[src/rtl/uart_pkg.sv]
// Shared UART scheduler types and transmitter timing constants.
// Both the scheduler and the transmitter bench model draw on these.
package uart_pkg;

    localparam int ClkFrequency = 27000000;
    localparam int Baud = 115200;
    localparam int BitClocks = ClkFrequency / Baud;

    typedef enum logic [2:0] {
        IDLE,
        START,
        WAIT_ACK,
        WAIT_DONE,
        FETCH,
        GAP
    } sched_state_t;

    function automatic int wrapInc(input int v, input int n);
        return (v + 1 >= n) ? 0 : v + 1;
    endfunction

endpackage

[src/rtl/uart_tx_scheduler_rr_arbiter.sv]
// Round-robin pick: first requester at or after rrPtr, wrapping.
// Purely combinational; grant is one-hot or zero.
module rr_arbiter
    import uart_pkg::*;
#(
    parameter int NUM_REQ = 4,
    parameter int ID_W = 2
) (
    input  logic [NUM_REQ-1:0] req,
    input  logic [ID_W-1:0]    rrPtr,
    output logic [NUM_REQ-1:0] grant,
    output logic [ID_W-1:0]    grantId
);

    logic found;
    int   idx;

    always_comb begin
        grant   = '0;
        grantId = '0;
        found   = 1'b0;
        idx     = 0;
        for (int off = 0; off < NUM_REQ; off++) begin
            idx = int'(rrPtr) + off;
            if (idx >= NUM_REQ) begin
                idx = idx - NUM_REQ;
            end
            if (!found && req[idx]) begin
                found      = 1'b1;
                grant[idx] = 1'b1;
                grantId    = ID_W'(idx);
            end
        end
    end

endmodule

[src/rtl/uart_tx_scheduler.sv]
// Shares one UART transmitter between NUM_REQ packet requesters,
// round-robin per packet, sequencing the start/busy handshake.
module uart_tx_scheduler
    import uart_pkg::*;
#(
    parameter int NUM_REQ = 4,
    parameter int ID_W = 2,
    parameter int GAP_CYCLES = 16,
    parameter int FETCH_TIMEOUT = 1023
) (
    input  logic                 clk,
    input  logic                 rst,
    input  logic [NUM_REQ-1:0]   req_valid,
    input  logic [8*NUM_REQ-1:0] req_data,
    input  logic [NUM_REQ-1:0]   req_last,
    output logic [NUM_REQ-1:0]   req_ready,
    output logic                 tx_start,
    output logic [7:0]           tx_data,
    input  logic                 tx_busy,
    output logic [ID_W-1:0]      grant_id,
    output logic                 active,
    output logic                 abort
);

    localparam int GapW = (GAP_CYCLES > 0) ? $clog2(GAP_CYCLES + 1) : 1;
    localparam int GapMax = (GAP_CYCLES > 0) ? GAP_CYCLES - 1 : 0;
    localparam int ToW = $clog2(FETCH_TIMEOUT + 1);
    localparam sched_state_t AfterPkt = (GAP_CYCLES > 0) ? GAP : IDLE;

    sched_state_t      state;
    logic              lastR;
    logic [ID_W-1:0]   rrPtr;
    logic [GapW-1:0]   gapCnt;
    logic [ToW-1:0]    toCnt;

    logic [NUM_REQ-1:0] arbGrant;
    logic [ID_W-1:0]    arbId;
    logic [NUM_REQ-1:0] ownMask;
    logic [ID_W-1:0]    selIdx;
    logic [7:0]         selData;
    logic               selLast;
    logic               xfer;
    logic [ID_W-1:0]    nextPtr;

    rr_arbiter #(
        .NUM_REQ(NUM_REQ),
        .ID_W   (ID_W)
    ) uArb (
        .req    (req_valid),
        .rrPtr  (rrPtr),
        .grant  (arbGrant),
        .grantId(arbId)
    );

    assign ownMask = NUM_REQ'(1) << grant_id;
    assign nextPtr = ID_W'(wrapInc(int'(grant_id), NUM_REQ));

    // Only IDLE (transmitter free) and FETCH may accept a byte.
    always_comb begin
        req_ready = '0;
        if (!rst) begin
            unique case (state)
                IDLE:    req_ready = tx_busy ? '0 : arbGrant;
                FETCH:   req_ready = req_valid & ownMask;
                default: req_ready = '0;
            endcase
        end
    end

    always_comb begin
        selIdx  = (state == IDLE) ? arbId : grant_id;
        selData = req_data[8*selIdx +: 8];
        selLast = req_last[selIdx];
        xfer    = |req_ready;
    end

    always_ff @(posedge clk) begin
        if (rst) begin
            state    <= IDLE;
            lastR    <= 1'b0;
            rrPtr    <= '0;
            gapCnt   <= '0;
            toCnt    <= '0;
            tx_start <= 1'b0;
            tx_data  <= 8'h00;
            grant_id <= '0;
            active   <= 1'b0;
            abort    <= 1'b0;
        end else begin
            tx_start <= 1'b0;
            abort    <= 1'b0;
            unique case (state)
                IDLE: begin
                    if (xfer) begin
                        tx_data  <= selData;
                        lastR    <= selLast;
                        grant_id <= arbId;
                        active   <= 1'b1;
                        tx_start <= 1'b1;
                        state    <= START;
                    end
                end
                START: begin
                    state <= WAIT_ACK;
                end
                WAIT_ACK: begin
                    if (tx_busy) begin
                        state <= WAIT_DONE;
                    end
                end
                WAIT_DONE: begin
                    if (!tx_busy) begin
                        if (lastR) begin
                            rrPtr  <= nextPtr;
                            active <= 1'b0;
                            gapCnt <= '0;
                            state  <= AfterPkt;
                        end else begin
                            toCnt <= '0;
                            state <= FETCH;
                        end
                    end
                end
                FETCH: begin
                    if (xfer) begin
                        tx_data  <= selData;
                        lastR    <= selLast;
                        tx_start <= 1'b1;
                        state    <= START;
                    end else if (toCnt == ToW'(FETCH_TIMEOUT - 1)) begin
                        abort  <= 1'b1;
                        active <= 1'b0;
                        rrPtr  <= nextPtr;
                        gapCnt <= '0;
                        state  <= AfterPkt;
                    end else begin
                        toCnt <= toCnt + 1'b1;
                    end
                end
                GAP: begin
                    if (gapCnt == GapW'(GapMax)) begin
                        state <= IDLE;
                    end else begin
                        gapCnt <= gapCnt + 1'b1;
                    end
                end
                default: begin
                    state <= IDLE;
                end
            endcase
        end
    end

endmodule
[config.mk]
export PLATFORM = sky130hd
export DESIGN_NAME = uart_tx_scheduler
export DESIGN_NICKNAME = d
export VERILOG_FILES = /design/src/rtl/uart_pkg.sv /design/src/rtl/uart_tx_scheduler_rr_arbiter.sv /design/src/rtl/uart_tx_scheduler.sv
export SDC_FILE = /design/constraint.sdc
export NUM_CORES = 1
export LEC_CHECK = 0
export CORE_MARGIN = 3
export CORE_UTILIZATION = 45
export CTS_CLUSTER_DIAMETER = 100
export DETAILED_ROUTE_END_ITERATION = 10
export GPL_ROUTABILITY_DRIVEN = 1
export PLACE_DENSITY_LB_ADDON = 0.25
export SETUP_SLACK_MARGIN = 0.3
export SYNTH_ARGS = -nofsm -noshare
export SYNTH_HDL_FRONTEND = slang
export SYNTH_HIERARCHICAL = 1
export SYNTH_SLANG_ARGS = --single-unit
[constraint.sdc]
create_clock -name clk -period 5 [get_ports clk]
set_clock_uncertainty 0.2 [all_clocks]
set_input_delay 1.5 -clock clk [delete_from_list [all_inputs] [get_ports clk]]
set_output_delay 1.5 -clock clk [all_outputs]
set_load 0.02 [all_outputs]
# [Word level (Yosys, flattened, before mapping)]
# Index checks and enable logic that the tools add are counted.
[word_totals] ff_bits=34
[classes] add_sub_neg=10 bitwise_logic=6 order_cmp=14 muxes=74 n_eq_ne=18 shift=2 reduce_logical=25
[op_table] cell="$ge A32 B1 Y1 const B" count=4
[op_table] cell="$lt A32 B4 Y1 const B" count=4
[op_table] cell="$mux W32" count=4
[op_table] cell="$ge A32 B4 Y1 const B" count=3
[op_table] cell="$sub A32 B4 Y32 const B" count=3
[op_table] cell="$mux W10" count=4
[op_table] cell="$shiftx A32 B6 Y8" count=1
[op_table] cell="$mux W5" count=5
[op_table] cell="$mux W1" count=24
[op_table] cell="$mux W4" count=6
[op_table] cell="$mux W2" count=10
[op_table] cell="$ne A2 B2 Y1 const B" count=10
[op_table] cell="$pmux W10 S2" count=1
[op_table] cell="$mux W3" count=6
[op_table] cell="$pmux W3 S6" count=1
[op_table] cell="$pmux W5 S3" count=1
[op_table] cell="$reduce_and A5 Y1" count=3
[op_table] cell="$or A4 B4 Y4" count=3
[op_table] cell="$reduce_and A6 Y1" count=2
[op_table] cell="$add A10 B1 Y10 const B" count=1
[op_table] cell="$bmux W1 S2" count=5
[op_table] cell="$eq A10 B10 Y1 const B" count=1
[op_table] cell="$demux W1 S2" count=4
[op_table] cell="$pmux W4 S2" count=1
[op_table] cell="26 further kinds" count=42

# [Logic depth before layout (Yosys ltp)]
[depth] word_depth=21 depth_mapped=15

# [By module]
# Netlist, hierarchy kept.
[modules_own_cells] module="uart_tx_scheduler" n_inst=1 seq_area_each_um2=680.7 area_per_inst_um2=1928.1 cells_each=212
[modules_own_cells] module="rr_arbiter" n_inst=1 seq_area_each_um2=0.0 area_per_inst_um2=456.7 cells_each=49

# [Worst setup path before layout]
# No wires, ideal clock.
[synth_path] kind="input port to output port" from="input req_valid[1]" to="output req_ready[3]" required_time_ns=3.300 path_slack_ns=0.314 t_arrival_ns=2.986 stages=7 path_cell_list="mux4_2 -> nand2b_4 -> nor3_4 -> a22oi_1 -> o21ai_1 -> a32oi_1 -> nor2_1"
[synth_between] elab_chain_cells=16
[synth_rtl] item="from (decl)" line_no="uart_tx_scheduler.sv:13" rtl="input logic [NUM_REQ-1:0] req_valid,"
[synth_rtl] item="$bmux W1 S2" line_no="uart_tx_scheduler_rr_arbiter.sv:28" rtl="if (!found && req[idx]) begin"
[synth_rtl] item="$mux W1 (implied by the code) (2 in series)" line_no="uart_tx_scheduler_rr_arbiter.sv:28"
[synth_rtl] item="$mux W1" line_no="uart_tx_scheduler_rr_arbiter.sv:28"
[synth_rtl] item="$logic_not A1 Y1" line_no="uart_tx_scheduler_rr_arbiter.sv:28"
[synth_rtl] item="$logic_and A1 B1 Y1" line_no="uart_tx_scheduler_rr_arbiter.sv:28"
[synth_rtl] item="$mux W1" line_no="uart_tx_scheduler_rr_arbiter.sv:28"
[synth_rtl] item="$logic_not A1 Y1" line_no="uart_tx_scheduler_rr_arbiter.sv:28"
[synth_rtl] item="$logic_and A1 B1 Y1" line_no="uart_tx_scheduler_rr_arbiter.sv:28"
[synth_rtl] item="$mux W1" line_no="uart_tx_scheduler_rr_arbiter.sv:28"
[synth_rtl] item="$logic_not A1 Y1" line_no="uart_tx_scheduler_rr_arbiter.sv:28"
[synth_rtl] item="$logic_and A1 B1 Y1" line_no="uart_tx_scheduler_rr_arbiter.sv:28"
[synth_rtl] item="$mux W4 *" line_no="uart_tx_scheduler_rr_arbiter.sv:28"
[synth_rtl] item="via arbGrant[3]" line_no="uart_tx_scheduler.sv:36" rtl="logic [NUM_REQ-1:0] arbGrant;"
[synth_rtl] item="$mux W4 *" line_no="uart_tx_scheduler.sv:63" rtl="IDLE: req_ready = tx_busy ? '0 : arbGrant;"
[synth_rtl] item="$pmux W4 S2 *" line_no="uart_tx_scheduler.sv:62" rtl="unique case (state)"
[synth_rtl] item="$mux W4 *" line_no="uart_tx_scheduler.sv:61" rtl="if (!rst) begin"
[synth_rtl] item="to (decl)" line_no="uart_tx_scheduler.sv:16" rtl="output logic [NUM_REQ-1:0] req_ready,"
# The timed path passes the listed nets; every way through them passes the cells marked *. The select of a mux whose other input is x is not followed.

# [Worst setup path in the final report]
[layout_path] from="input req_valid[1]" to="output req_ready[2]"
# The elaborated chain is that of the path after synthesis.

==> results.json <==
{
  "horiz_die_dim_um": 78.80,
  "vias": 2297,
  "multi_input_area_sq_mm": 0.001612,
  "setup_total_negative_slack_ns": 0,
  "wl_um": 6025,
  "utilization_pct": 66.70,
  "result_of_the_run": "finished, final reports clean",
  "cp-startpoint": "req_valid[1]",
  "drt_pass1_iterations": 4,
  "cpLargestDelayFamily": "multiplexers",
  "final_net_count": 402,
  "tritoncts.num_buffers": 5,
  "pwr_density_cell_mw_per_mm2": 224.4,
  "peakVddDrop_v": 0.0001992,
  "timing.max_slew.rel_slack_pct": 39.48,
  "worst_slew_pin_slew_ns": 0.8825,
  "min-delay-path-class": "reg2reg",
  "path_depth": 9,
  "final.hold.worst_slack_ns": 0.2532,
  "count_of_flip_flops_with_a_built_in_enable_after_synthesis": 0,
  "final_antenna_net_count": 0,
  "drive_above_1_share_pct": 20.41,
  "pin_count": 60,
  "area_growth_pct": 37.36,
  "max_cap_viol_count": 0,
  "slew_viol_final": 0,
  "worst_endpoint_data_arrival_time_ns": 3.14,
  "synth_seq_cells": 34,
  "io_buffers": 59,
  "timing.critical_path.to_type": "primary output",
  "ff2ff_setup_slack_ns": 1.46,
  "insertedDiodeCount": 0,
  "ctsHtreeMaxLevel": 2,
  "grt_start_max_net_pins": 18,
  "regToRegEndpoint": "tx_data[2]",
  "place_congestion": 0.8843,
  "worstPathBufferInverterCount": 3,
  "timing.final.crit_period_ns": 4.843,
  "synth_area_sq_mm": 0.002385,
  "yosysWarnings": 6,
  "avgRoutedWirePerCell_um": 14.70,
  "cp-start-kind": "primary input",
  "post_synth.cell_area_avg_sq_um": 9.137,
  "final-setup-viol-count": 0,
  "rr_startpoint": "rrPtr[1]",
  "grt_remaining_overflow": 0,
  "grt_first_pass_wirelength_um": 10470,
  "timing.setup.critical_path_class": "in2out",
  "final_hpwl_from_detailed_placement_um": 4682,
  "synth-main-ff-cell": "sky130_fd_sc_hd__dfxtp_1",
  "tritoncts": "yes",
  "first_global_vias": 2287,
  "maxClockFrequency_mhz": 206.5,
  "clock_tree.buffer_depth": 2,
  "path_cells": "buf_8, mux4_2, buf_4, nor2b_4, a22oi_1, o21ai_1, a32oi_1, nor2_1, buf_4",
  "regArea_sq_um": 680.7,
  "slowest_delay_ns": 0.50,
  "dpl-instance-area_sq_mm": 0.003191,
  "fillers": 412,
  "worst_path_most_repeated_cell": "sky130_fd_sc_hd__buf_4",
  "cellLeakagePower_uw": 0.001191,
  "layout_worst_path_cycle_share_pct": 96.85,
  "grt_use_total_pct": 20.82,
  "finalInstanceArea_sq_mm": 0.003276,
  "rr_worst_depth": 11,
  "postCtsHoldBufs": 0,
  "worst_skew_pair_latency_ns": 0.29,
  "synth_nets": 320,
  "grt_antenna_before_repair": 0,
  "final_hold_fails": 0,
  "detailedRoute.firstIterationViolations": 172,
  "num_rows": 25,
  "dieArea_sq_mm": 0.006209,
  "syn-instance-count": 261,
  "synthArstFlopShare_pct": 0,
  "synth.distinct_cells": 55,
  "tritoncts_num_sinks": 34,
  "cts.clk_slew.worst_paths_ns": 0.06,
  "crit_path_end": "req_ready[2]",
  "total_power_uw": 735.1,
  "critical-path-slowest-cell": "sky130_fd_sc_hd__mux4_2",
  "maximum_fanout_along_the_worst_path": 5,
  "cts-root-buf": "sky130_fd_sc_hd__clkbuf_8",
  "fp.dieH_um": 78.80,
  "drcViolationCount": 0,
  "placeableCoreArea_sq_mm": 0.004911,
  "vias_cell": 5.602,
  "rsz_0062_raised_after_global_routing": "true",
  "synth.yosys.seq_area_share_pct": 28.54,
  "starting_density_of_the_core_pct": 48.56,
  "crit_required_ns": 3.30
}
==> cell families (layout without fill, tap and decap cells) <==
family          Yosys count  after routing  synth area share [%]
buf+inv                  19            101                 3.725
xor+xnor                 10             10                 3.672
mux                      20             20                 15.85
fa+ha+maj                16             16                 8.394
compound gates           55             55                 15.95
flops                    34             34                 28.54
simple gates            107            107                 23.87
==> power breakdown <==
group	switching, uW	internal [uW]	leakage (uW)
registers	22.3	288	0.000275
logic	110	125	0.000872
clock network	96.1	93.4	0.0000438
==> sequential cells by signal, indices dropped and copies added, names as in the netlist <==
name,flops
grant_id,2
toCnt,10
rrPtr,2
tx_data,8
state,3
lastR,1
abort,1
active,1
gapCnt,5
tx_start,1
==> per-layer routing <==
layer	wire [um]	global-route usage, %	share of wire [%]	vias to the layer above
met3	529	6.689	8.8	6
met1	2606	26.72	43	1069
met2	2840	33.45	47	103
met4	48	6.119	0.80	0
met5	0	0	0	-
li1	-	-	-	1119
==> synthesized netlist by cell type (5+ instances only) <==
cell type                  n  area share (%)
sky130_fd_sc_hd__a21oi_1  16             3.4
sky130_fd_sc_hd__a22oi_1   8             2.5
sky130_fd_sc_hd__a32oi_1   5             1.8
sky130_fd_sc_hd__dfxtp_1  34              29
sky130_fd_sc_hd__ha_1     16             8.4
sky130_fd_sc_hd__inv_1     8             1.3
sky130_fd_sc_hd__mux2i_1   6             2.5
sky130_fd_sc_hd__mux4_2   10             9.4
sky130_fd_sc_hd__nand2_1  34             5.4
sky130_fd_sc_hd__nand3_1   5             1.0
sky130_fd_sc_hd__nor2_1   31             4.9
sky130_fd_sc_hd__nor3_1    6             1.3
sky130_fd_sc_hd__o21ai_1   6             1.3
sky130_fd_sc_hd__xnor2_1  10             3.7
==> through the flow <==
step	setup WS, ns	cells
after floorplan	0.3139	261
after global placement	-0.5999	402
after detailed placement	-0.6731	402
after CTS	0.2219	410
after global routing	0.07037	410
final	0.1574	410
==> layout by cell type, fill, tap and decap left out, drive strengths merged, types with 4 or more instances in the layout <==
cell type | Yosys | routed
clkdlybuf4s50 | 0 | 51
nand2 | 34 | 34
dfxtp | 34 | 34
nor2 | 33 | 33
buf | 5 | 33
a21oi | 17 | 17
ha | 16 | 16
mux4 | 13 | 13
xnor2 | 10 | 10
inv | 10 | 10
o21ai | 10 | 10
a22oi | 8 | 8
nor3 | 8 | 8
mux2i | 7 | 7
nand3 | 6 | 6
a32oi | 5 | 5
clkbuf | 4 | 5
a211oi | 4 | 4
==> worst min-delay path by stage <==
stage / startpoint / endpoint / slack [ns] / cells after the start
floorplan: lastR / lastR / 0.26 / 2
global placement: tx_data[1] / tx_data[1] / 0.24 / 2
detailed placement: tx_data[0] / tx_data[0] / 0.25 / 2
CTS: tx_data[0] / tx_data[0] / 0.26 / 2
global route: tx_data[0] / tx_data[0] / 0.27 / 2
finish: tx_data[0] / tx_data[0] / 0.25 / 2
==> worst register-to-register path: cells and delay by family, from the launching register on <==
kind                   cells  cell delay, ns
buffers and inverters      3            0.48
muxes                      3            1.89
DFF                        1            0.33
and+or+nand+nor            2            0.21
AOI/OAI and AO/OA          3            0.31
==> final cells by class <==
cell class,count,share of cell area (%)
tap,67,2.559
sequential,34,20.78
inverter,10,1.222
timing repair buffer,84,23.84
multi-input combinational,208,49.20
clock inverter,2,0.3056
clock buffer,5,2.101
==> timing repair <==
item / CTS / global route
resized for setup: 47 / 0
setup endpoints to repair: 6 / 4
buffers inserted: 1 / 0
pin swaps: 7 / 3
No activity file was read; power rests on OpenSTA's default activity.
